<file path="src/rtl/i_arith_pkg.sv">
// Shared definitions for the immediate-arithmetic sequencer: opcodes,
// ALU function codes, FSM states, control-word layout and a packer.
package i_arith_pkg;

   localparam logic [9:0] OP_ADDI  = 10'b1001000100;
   localparam logic [9:0] OP_ADDIS = 10'b1011000100;
   localparam logic [9:0] OP_SUBI  = 10'b1101000100;
   localparam logic [9:0] OP_SUBIS = 10'b1111000100;
   localparam logic [9:0] OP_ANDI  = 10'b1001001000;
   localparam logic [9:0] OP_ANDIS = 10'b1111001000;
   localparam logic [9:0] OP_ORRI  = 10'b1011001000;
   localparam logic [9:0] OP_EORI  = 10'b1101001000;
   localparam logic [8:0] OP_MOVZ  = 9'b110100101;
   localparam logic [8:0] OP_MOVK  = 9'b111100101;

   // alu_fs[4:2] function, [1] invert B + carry-in, [0] invert A
   localparam logic [4:0] ALU_AND = 5'b00000;
   localparam logic [4:0] ALU_OR  = 5'b00100;
   localparam logic [4:0] ALU_ADD = 5'b01000;
   localparam logic [4:0] ALU_XOR = 5'b01100;
   localparam logic [4:0] ALU_SUB = 5'b01010;

   localparam logic [1:0] PC_FS_HOLD = 2'b00;
   localparam logic [1:0] PC_FS_INC  = 2'b01;
   localparam logic [1:0] NS_DONE    = 2'b00;
   localparam logic [1:0] NS_CONT    = 2'b01;

   localparam int CW_WIDTH       = 33;
   localparam int CW_NS          = 0;
   localparam int CW_STATUS_LOAD = 2;
   localparam int CW_PC_SEL      = 3;
   localparam int CW_PC_FS       = 4;
   localparam int CW_PC_EN       = 6;
   localparam int CW_RAM_W       = 7;
   localparam int CW_RAM_EN      = 8;
   localparam int CW_RF_W        = 9;
   localparam int CW_WA          = 10;
   localparam int CW_SB          = 15;
   localparam int CW_SA          = 20;
   localparam int CW_RF_B_EN     = 25;
   localparam int CW_ALU_FS      = 26;
   localparam int CW_ALU_BS      = 31;
   localparam int CW_ALU_EN      = 32;

   typedef enum logic [1:0] {
      IDLE = 2'd0,
      EXEC = 2'd1,
      MASK = 2'd2
   } state_e;

   // Builds a control word; fields not listed are the same for every
   // legal step (ALU on, immediate B, register write, no memory).
   function automatic logic [CW_WIDTH-1:0] cw_pack(
      input logic [4:0] fs,
      input logic [4:0] sa,
      input logic [4:0] wa,
      input logic [1:0] pc_fs,
      input logic       sl,
      input logic [1:0] ns
   );
      logic [CW_WIDTH-1:0] c;
      c = '0;
      c[CW_ALU_EN]          = 1'b1;
      c[CW_ALU_BS]          = 1'b0;
      c[CW_ALU_FS +: 5]     = fs;
      c[CW_RF_B_EN]         = 1'b0;
      c[CW_SA +: 5]         = sa;
      c[CW_SB +: 5]         = 5'd0;
      c[CW_WA +: 5]         = wa;
      c[CW_RF_W]            = 1'b1;
      c[CW_RAM_EN]          = 1'b0;
      c[CW_RAM_W]           = 1'b0;
      c[CW_PC_EN]           = 1'b0;
      c[CW_PC_FS +: 2]      = pc_fs;
      c[CW_PC_SEL]          = 1'b1;
      c[CW_STATUS_LOAD]     = sl;
      c[CW_NS +: 2]         = ns;
      return c;
   endfunction

endpackage

</file>
<file path="src/rtl/i_arith_field_decode.sv">
// Combinational field decoder: instruction + step -> {cw, k, illegal}.
// Ports: i_instr, i_second (MOVK merge step), o_cw, o_k, o_illegal, o_multi.
module i_arith_field_decode
   import i_arith_pkg::*;
#(
   parameter int DATA_WIDTH     = 64,
   parameter int IMM_WIDTH      = 12,
   parameter int WIDE_IMM_WIDTH = 16,
   parameter int ENABLE_MOVK    = 1
) (
   input  logic [31:0]           i_instr,
   input  logic                  i_second,
   output logic [CW_WIDTH-1:0]   o_cw,
   output logic [DATA_WIDTH-1:0] o_k,
   output logic                  o_illegal,
   output logic                  o_multi
);

   logic [9:0]  w_op10;
   logic [8:0]  w_op9;
   logic [1:0]  w_hw;
   logic [4:0]  w_rn;
   logic [4:0]  w_rd;
   logic [5:0]  w_shamt;
   logic [63:0] w_imm16;
   logic [63:0] w_ones16;
   logic [63:0] w_wide_val;
   logic [63:0] w_wide_mask;
   logic        w_hw_bad;
   logic        w_arith;
   logic        w_movz;
   logic        w_movk;
   logic [4:0]  w_fs;
   logic        w_setf;

   assign w_op10  = i_instr[31:22];
   assign w_op9   = i_instr[31:23];
   assign w_hw    = i_instr[22:21];
   assign w_rn    = i_instr[9:5];
   assign w_rd    = i_instr[4:0];
   assign w_shamt = {w_hw, 4'b0000};

   assign w_imm16  = {{(64-WIDE_IMM_WIDTH){1'b0}},
                      i_instr[5 +: WIDE_IMM_WIDTH]};
   assign w_ones16 = {{(64-WIDE_IMM_WIDTH){1'b0}},
                      {WIDE_IMM_WIDTH{1'b1}}};

   assign w_wide_val  = w_imm16 << w_shamt;
   assign w_wide_mask = ~(w_ones16 << w_shamt);

   // Upper halfwords do not exist on a 32-bit datapath
   assign w_hw_bad = (DATA_WIDTH == 32) && w_hw[1];

   assign w_movz = (w_op9 == OP_MOVZ) && !w_hw_bad;
   assign w_movk = (ENABLE_MOVK != 0) && (w_op9 == OP_MOVK)
                   && !w_hw_bad;

   always_comb begin
      w_arith = 1'b1;
      w_fs    = ALU_ADD;
      w_setf  = 1'b0;
      unique case (1'b1)
         (w_op10 == OP_ADDI):  w_fs = ALU_ADD;
         (w_op10 == OP_ADDIS): begin
            w_fs   = ALU_ADD;
            w_setf = 1'b1;
         end
         (w_op10 == OP_SUBI):  w_fs = ALU_SUB;
         (w_op10 == OP_SUBIS): begin
            w_fs   = ALU_SUB;
            w_setf = 1'b1;
         end
         (w_op10 == OP_ANDI):  w_fs = ALU_AND;
         (w_op10 == OP_ANDIS): begin
            w_fs   = ALU_AND;
            w_setf = 1'b1;
         end
         (w_op10 == OP_ORRI):  w_fs = ALU_OR;
         (w_op10 == OP_EORI):  w_fs = ALU_XOR;
         default:              w_arith = 1'b0;
      endcase
   end

   always_comb begin
      o_cw      = '0;
      o_k       = '0;
      o_illegal = 1'b0;
      o_multi   = 1'b0;
      unique case (1'b1)
         w_arith: begin
            o_cw = cw_pack(w_fs, w_rn, w_rd, PC_FS_INC,
                           w_setf, NS_DONE);
            o_k  = {{(DATA_WIDTH-IMM_WIDTH){1'b0}},
                    i_instr[10 +: IMM_WIDTH]};
         end
         w_movz: begin
            // OR with XZR places the shifted immediate
            o_cw = cw_pack(ALU_OR, 5'd31, w_rd, PC_FS_INC,
                           1'b0, NS_DONE);
            o_k  = w_wide_val[DATA_WIDTH-1:0];
         end
         (w_movk && !i_second): begin
            // Clear the target halfword, PC held for the merge
            o_cw    = cw_pack(ALU_AND, w_rd, w_rd, PC_FS_HOLD,
                              1'b0, NS_CONT);
            o_k     = w_wide_mask[DATA_WIDTH-1:0];
            o_multi = 1'b1;
         end
         (w_movk && i_second): begin
            o_cw = cw_pack(ALU_OR, w_rd, w_rd, PC_FS_INC,
                           1'b0, NS_DONE);
            o_k  = w_wide_val[DATA_WIDTH-1:0];
         end
         default: o_illegal = 1'b1;
      endcase
   end

endmodule

</file>
<file path="src/rtl/i_arith_sequencer.sv">
// Registered immediate-arithmetic sequencer with two-step MOVK.
// Ports: clock, reset_n, instr_valid/instr/instr_ready, stall,
// cw_valid/cw/k (latency 1), busy (MOVK mask step), illegal (pulse).
module i_arith_sequencer
   import i_arith_pkg::*;
#(
   parameter int DATA_WIDTH     = 64,
   parameter int IMM_WIDTH      = 12,
   parameter int WIDE_IMM_WIDTH = 16,
   parameter int ENABLE_MOVK    = 1
) (
   input  logic                  clock,
   input  logic                  reset_n,
   input  logic                  instr_valid,
   input  logic [31:0]           instr,
   output logic                  instr_ready,
   input  logic                  stall,
   output logic                  cw_valid,
   output logic [32:0]           cw,
   output logic [DATA_WIDTH-1:0] k,
   output logic                  busy,
   output logic                  illegal
);

   state_e                r_state;
   state_e                w_next;
   logic [31:0]           r_instr;
   logic                  r_cw_valid;
   logic [32:0]           r_cw;
   logic [DATA_WIDTH-1:0] r_k;
   logic                  r_busy;
   logic                  r_illegal;

   logic                  w_accept;
   logic                  w_in_mask;
   logic [31:0]           w_dec_instr;
   logic [32:0]           w_dec_cw;
   logic [DATA_WIDTH-1:0] w_dec_k;
   logic                  w_dec_illegal;
   logic                  w_dec_multi;

   logic                  w_cw_valid;
   logic [32:0]           w_cw;
   logic [DATA_WIDTH-1:0] w_k;
   logic                  w_busy;
   logic                  w_illegal;

   assign instr_ready = !stall && (r_state == IDLE || r_state == EXEC);
   assign w_accept    = instr_valid && instr_ready;
   assign w_in_mask   = (r_state == MASK);

   // The merge step re-decodes the MOVK captured at acceptance
   assign w_dec_instr = w_in_mask ? r_instr : instr;

   i_arith_field_decode #(
      .DATA_WIDTH     (DATA_WIDTH),
      .IMM_WIDTH      (IMM_WIDTH),
      .WIDE_IMM_WIDTH (WIDE_IMM_WIDTH),
      .ENABLE_MOVK    (ENABLE_MOVK)
   ) u_dec (
      .i_instr   (w_dec_instr),
      .i_second  (w_in_mask),
      .o_cw      (w_dec_cw),
      .o_k       (w_dec_k),
      .o_illegal (w_dec_illegal),
      .o_multi   (w_dec_multi)
   );

   always_comb begin
      w_next     = r_state;
      w_cw_valid = 1'b0;
      w_cw       = '0;
      w_k        = '0;
      w_busy     = 1'b0;
      w_illegal  = 1'b0;
      if (w_in_mask) begin
         w_next     = EXEC;
         w_cw_valid = 1'b1;
         w_cw       = w_dec_cw;
         w_k        = w_dec_k;
      end else if (w_accept) begin
         if (w_dec_illegal) begin
            w_next    = IDLE;
            w_illegal = 1'b1;
         end else begin
            w_next     = w_dec_multi ? MASK : EXEC;
            w_cw_valid = 1'b1;
            w_cw       = w_dec_cw;
            w_k        = w_dec_k;
            w_busy     = w_dec_multi;
         end
      end else begin
         w_next = IDLE;
      end
   end

   always_ff @(posedge clock) begin
      if (!reset_n) begin
         r_state    <= IDLE;
         r_instr    <= '0;
         r_cw_valid <= 1'b0;
         r_cw       <= '0;
         r_k        <= '0;
         r_busy     <= 1'b0;
         r_illegal  <= 1'b0;
      end else if (!stall) begin
         r_state    <= w_next;
         r_cw_valid <= w_cw_valid;
         r_cw       <= w_cw;
         r_k        <= w_k;
         r_busy     <= w_busy;
         r_illegal  <= w_illegal;
         if (w_accept) begin
            r_instr <= instr;
         end
      end
   end

   assign cw_valid = r_cw_valid;
   assign cw       = r_cw;
   assign k        = r_k;
   assign busy     = r_busy;
   assign illegal  = r_illegal;

endmodule

</file>
<file path="config.mk">
export PLATFORM = sky130hd
export DESIGN_NAME = i_arith_sequencer
export DESIGN_NICKNAME = d
export VERILOG_FILES = /design/src/rtl/i_arith_pkg.sv /design/src/rtl/i_arith_field_decode.sv /design/src/rtl/i_arith_sequencer.sv
export SDC_FILE = /design/constraint.sdc
export NUM_CORES = 1
export LEC_CHECK = 0
export CAP_MARGIN = 25
export CORE_ASPECT_RATIO = 2
export CORE_UTILIZATION = 44
export DETAILED_ROUTE_END_ITERATION = 6
export PLACE_DENSITY = 0.77
export SYNTH_ARGS = -nofsm -noshare
export SYNTH_HDL_FRONTEND = slang
export SYNTH_SLANG_ARGS = --single-unit
</file>
<file path="constraint.sdc">
create_clock -name clock -period 2.1 [get_ports clock]
set_input_delay 0.42 -clock clock [delete_from_list [all_inputs] [get_ports clock]]
set_output_delay 0.42 -clock clock [all_outputs]
set_load 0.1 [all_outputs]
</file>
Word level (Yosys, flattened, before mapping):

Index checks and enable logic that the tools add are counted.

* equality and inequality tests: 12
* shift-type cells: 2
* mux-type cells: 26
* bitwise operators: 2
* reduce and logical (&&, ||, !) cells: 15

Operators with widths (number)
* 64-bit two-way mux: 3
* 64-bit one-hot mux with 3 select lines: 1
* 33-bit one-hot mux with 4 select lines: 1
* 33-bit two-way mux: 3
* 10-bit == test, second input constant: 8
* 64-bit inverter: 1
* 16-bit by 6-bit << shifter with 64-bit output: 1
* 16-bit by 6-bit << shifter with 64-bit output, first input constant: 1
* 32-bit two-way mux: 1
* 9-bit == test, second input constant: 2
* 4-bit one-hot mux with 4 select lines: 1
* 1-bit two-way mux: 12
* 2-bit two-way mux: 4
* 8-bit OR reduction: 1
* 2-bit OR reduction: 3
* 1-bit logical AND: 4
* 4-bit OR reduction: 1
* 3-bit OR reduction: 1
* 2-bit by 1-bit == test with 1-bit output, second input constant: 1
* 2-bit == test, second input constant: 1
* 1-bit zero test: 2
* 2-bit zero test: 1
* 2-bit AND reduction: 1
* 1-bit logical OR: 1
* 1-bit inverter: 1

* bits in registers: 134
* output and inout bits: 101
* word-level logic and storage cells: 64

Logic depth before layout (Yosys ltp):

* depth after elaboration: 9
* gate-level depth with buffers: 9
* gate-level depth less buffers: 6

Cells and area by module:

From an unflattened synthesis, not the netlist that was laid out.

* cells, all modules: 644
* area, all modules: 5848.1 um^2

By module, submodules not included
* i_arith_sequencer: times used 1, cells an instance 482, area an instance 4683.2 um^2, seq. area each 2662.6 um^2
* i_arith_field_decode: times used 1, cells an instance 162, area an instance 1164.9 um^2, seq. area each 0.0 um^2

Least setup slack after synthesis:

No wires, ideal clock.

* path type: register -> register
* start: reg r_state[1]
* end: reg r_instr[22]
* arrival: 3.061 ns
* data required time: 2.029 ns
* path slack: -1.032 ns
* stages on the path, launching flop included: 7
* cell sequence: dfxtp_1 > nor2_1 > and2_1 > clkbuf_1 > clkbuf_1 > nand2_1 > a21oi_1

* cells in the longest elaborated chain, start to end: 5
* elaborated cells on any way between the ends: 6

RTL lines
* from (decl): RTL line i_arith_sequencer.sv:25 `state_e r_state;`
* from (signal assigned): RTL line i_arith_sequencer.sv:107 `r_state <= w_next;`
* 2-bit by 1-bit == test with 1-bit output or 2-bit zero test (tied branches): RTL line i_arith_sequencer.sv:48 `assign instr_ready = !stall && (r_state == IDLE || r_state == EXEC);`
* 1-bit logical OR (*): RTL line i_arith_sequencer.sv:48
* 1-bit logical AND (*): RTL line i_arith_sequencer.sv:48
* via instr_ready: RTL line i_arith_sequencer.sv:16 `output logic instr_ready,`
* 1-bit logical AND (*): RTL line i_arith_sequencer.sv:49 `assign w_accept = instr_valid && instr_ready;`
* 2-bit AND reduction (no line) (*)
* to (signal assigned): RTL line i_arith_sequencer.sv:114 `r_instr <= instr;`
* to (decl): RTL line i_arith_sequencer.sv:27 `logic [31:0] r_instr;`

Mark *: on every way through the listed nets, which the timed path passes. The rest lies on a longest branch.
A chain may end at the register's enable or synchronous reset.

Worst setup path after layout:

* start: reg r_state[0]
* end: reg r_k[23], in the netlist k[23]

* cells in the longest elaborated chain, start to end: 9
* elaborated cells on any way between the ends: 31

RTL lines
* 2-bit == test: RTL line i_arith_sequencer.sv:50 `assign w_in_mask = (r_state == MASK);`
* 32-bit two-way mux: RTL line i_arith_sequencer.sv:53 `assign w_dec_instr = w_in_mask ? r_instr : instr;`
* 10-bit == test, or another cell as far along: RTL line i_arith_field_decode.sv:79 `(w_op10 == OP_EORI): w_fs = ALU_XOR;`
* 8-bit OR reduction (no line) or 1-bit logical AND (tied branches)
* 1-bit two-way mux or 2-bit OR reduction (tied branches)
* 64-bit one-hot mux with 3 select lines or 4-bit OR reduction (tied branches)
* 64-bit two-way mux: RTL line i_arith_sequencer.sv:82 `if (w_dec_illegal) begin`
* 64-bit two-way mux: RTL line i_arith_sequencer.sv:81 `end else if (w_accept) begin`
* 64-bit two-way mux (*): RTL line i_arith_sequencer.sv:76 `if (w_in_mask) begin`
* to (signal assigned): RTL line i_arith_sequencer.sv:110 `r_k <= w_k;`
* to (decl): RTL line i_arith_sequencer.sv:30 `logic [DATA_WIDTH-1:0] r_k;`

Mark *: on every way between the ends. The rest lies on a longest branch, timed or not.

==> impl_metrics.csv <==
group,metric,value,unit
logic_synthesis,syn_area,5330,µm²
power_and_ir_drop,p_total,0.00598,W
logic_synthesis,synth.avg_cell_area,8.05,µm²
logic_synthesis,yosysSeqAreaShare,0.440,
sta,period_share,1.13,
placement,dp_cells,949,
power_and_ir_drop,pwr-share-seq,0.379,
sta,hold_violations,0,
cts,clock-sinks,117,
detailed_routing,drt_wl_total,21900,µm
global_route,grt_pass1_wl,28000,µm
job,maxCapViolCount,0,
status,violations,"negative setup slack",
finish,final_cells,1009,
placement,pre_cts_ws,-0.576,ns
logic_synthesis,synth_seq_cells,117,
detailed_routing,ant_nets,0,
global_route,grt_pass1_vias,5381,
logic_synthesis,synthArstFlopShare,0,
status,status,"finished, violations left",
sta,setup_violations,79,
finish,finalNetCount,887,
die,initial_core_util,0.452,
cts,cts_tree,"done",
power_and_ir_drop,power_density,708,nW/µm²
detailed_routing,wl_per_cell,21.7,µm
cts,clock_latency,0.42,ns
power_and_ir_drop,p_int,0.00451,W
die,fp.dieH,158,µm
sta,worst_slack,-0.266,ns
die,dieArea,12600,µm²
power_and_ir_drop,p_sw_frac,0.246,
global_route,grt-ovfl-total,0,
cts,cts_made_buffers,17,
global_route,grt_max_degree,38,
logic_synthesis,synth-warning-count,0,
finish,fin_util,0.718,
worst_setup_path,crit_required,2.45,ns
logic_synthesis,synth.distinct_cells,53,
die,coreArea,11800,µm²
worst_setup_path,crit_fanout,8,
cts,clkTransAtPathRegs,0.06,ns
logic_synthesis,yosys_most_used_dff,"dfxtp_1",
finish,drive_gt1_frac,0.406,
sta,worst_pin_slew,0.704,ns
power_and_ir_drop,ir_drop,685,µV
placement,globalplace.congestion,0.927,
detailed_routing,drt-initial-drc-count,592,
power_and_ir_drop,power_leakage,3.40,nW
sta,skew,0.0111,ns
worst_setup_path,worstSetupPathType,"reg -> reg",
detailed_routing,drc_errors,0,
sta,whs,0.448,ns
logic_synthesis,synth_edf_count,0,
worst_setup_path,cp-end-kind,"flip-flop",
cts,clockRootBuffer,"clkbuf_16",
sta,min_period,2.37,ns
finish,syn_to_final_growth,58.7,%
placement,port_buffers,122,
global_route,gr-usage-all-layers,0.300,
die,ioPinCount,137,
sta,report.final.slew_viol_count,0,
sta,relSlewSlack,0.531,
power_and_ir_drop,clkPwrFrac,0.526,
finish,nFillCells,818,
sta,fmax,423,MHz
global_route,antenna_found_initial,0,
sta,rsz0062_at_grt,"true",
placement,place_hpwl,12500,µm
detailed_routing,num_vias,6022,
die,die_w,79.8,µm
finish,n_antenna_cell,0,
power_and_ir_drop,p_switching,0.00147,W
die,rows,56,
cts,cts.path.max_buffers,2,
logic_synthesis,syn_inst,662,
worst_setup_path,critPathLaunchType,"flip-flop",
worst_hold_path,min_path_type,"reg -> reg",
power_and_ir_drop,comb_power_share,0.094,
worst_setup_path,crit_arrival,2.71,ns
detailed_routing,dr.pass1.iters,5,
detailed_routing,vias_per_cell,5.97,
cts,cts_htree_levels,4,
## sequential cells by signal, indices dropped and copies added (netlist names)
name,count
cw_valid,1
r_state,2
r_instr,32
k,64
cw,17
illegal,1
## kinds of logic (layout without fill, tap and decap cells)
logic type             after synthesis  count (layout)  synth area share
AND/OR/NAND/NOR                    248             248             0.206
multiplexers                         8               8            0.0153
XOR/XNOR                             2               2           0.00329
buffers and inverters               70             257            0.0768
other                                1              14          0.000704
flip-flops                         117             117             0.440
AO/OA/AOI/OAI                      216             218             0.258
## power groups by stage
stage               Clock, W  Combinational (W)  Sequential [W]
floorplan                  0           0.000306         0.00232
global placement           0           0.000503         0.00231
detailed placement         0           0.000507         0.00231
CTS                  0.00313           0.000524         0.00227
global route         0.00326           0.000588         0.00227
finish               0.00315           0.000564         0.00227
## worst paths after layout
kind	startpoint	endpoint	slack, ns	depth (start not counted)
hold reg to reg	k[22]	k[22]	0.45	2
setup reg to reg	r_state[0]	k[23]	-0.27	9
setup / recovery	r_state[0]	k[23]	-0.27	9
hold / removal	k[22]	k[22]	0.45	2
## synth_stat cells (5+ instances only)
cell | count | area [µm²]
nand2_1 | 198 | 743
dfxtp_1 | 117 | 2340
a21oi_1 | 90 | 450
o21ai_1 | 52 | 260
clkbuf_1 | 29 | 109
buf_4 | 21 | 158
o21ai_2 | 16 | 140
a21oi_2 | 13 | 114
nor2_1 | 11 | 41.3
a221oi_1 | 9 | 78.8
buf_6 | 8 | 90.1
mux2i_1 | 7 | 70.1
a22oi_1 | 6 | 45.0
buf_2 | 6 | 30.0
nand3_1 | 6 | 30.0
o221ai_1 | 5 | 43.8
## layout by cell type (no fill, tap or decap), types with 5 or more instances in the layout
cell,count
nand2_1,196
buf_4,146
dfxtp_1,115
a21oi_2,53
a21oi_1,46
o21ai_1,41
clkdlybuf4s50_1,35
o21ai_2,27
clkbuf_16,24
buf_6,17
conb_1,14
buf_12,11
nor2_1,9
nand3_1,6
a221oi_1,5
o221ai_2,5
a22oi_1,5
mux2i_1,5
nor3_4,5
a21oi_4,5
## worst max-delay path, cell delays in order, from the launching register on
cell	delay, ns
dfxtp_4	0.38
nand2b_4	0.19
mux2i_2	0.23
or4b_4	0.54
buf_16	0.18
buf_4	0.14
nor2_4	0.17
clkbuf_16	0.19
a21oi_1	0.09
o21ai_1	0.17
## repair_timing
action                     4_1_cts  5_1_grt
resized for setup               53       77
buffers inserted                 8        4
pin swaps                       20       63
cloned                           6       11
hold buffers                     0        0
setup endpoints to repair       81       80
## layout make-up
cell class                 instances  area (µm²)  share of cell area
sequential                       117        2350               0.278
tap                              145         181              0.0215
clock inverter                    11         171              0.0203
timing repair buffer             222        2170               0.257
multi-input combinational        490        3090               0.366
inverter                           3        11.3             0.00133
clock buffer                      21         470              0.0557
## per-layer routing
layer	wire length [µm]	GRT usage
met1	7060	0.291
met2	11100	0.541
met4	2110	0.220
met3	1540	0.0640
met5	0	0
## stage by stage
| step | TNS [ns] | cell area, µm² |
|---|---|---|
| floorplan | -7.64 | 5440 |
| global placement | -38.25 | 6870 |
| detailed placement | -40.42 | 6870 |
| CTS | -6.51 | 7890 |
| global route | -15.50 | 8450 |
| finish | -11.81 | 8450 |
Power figures use the tool's default switching activity.
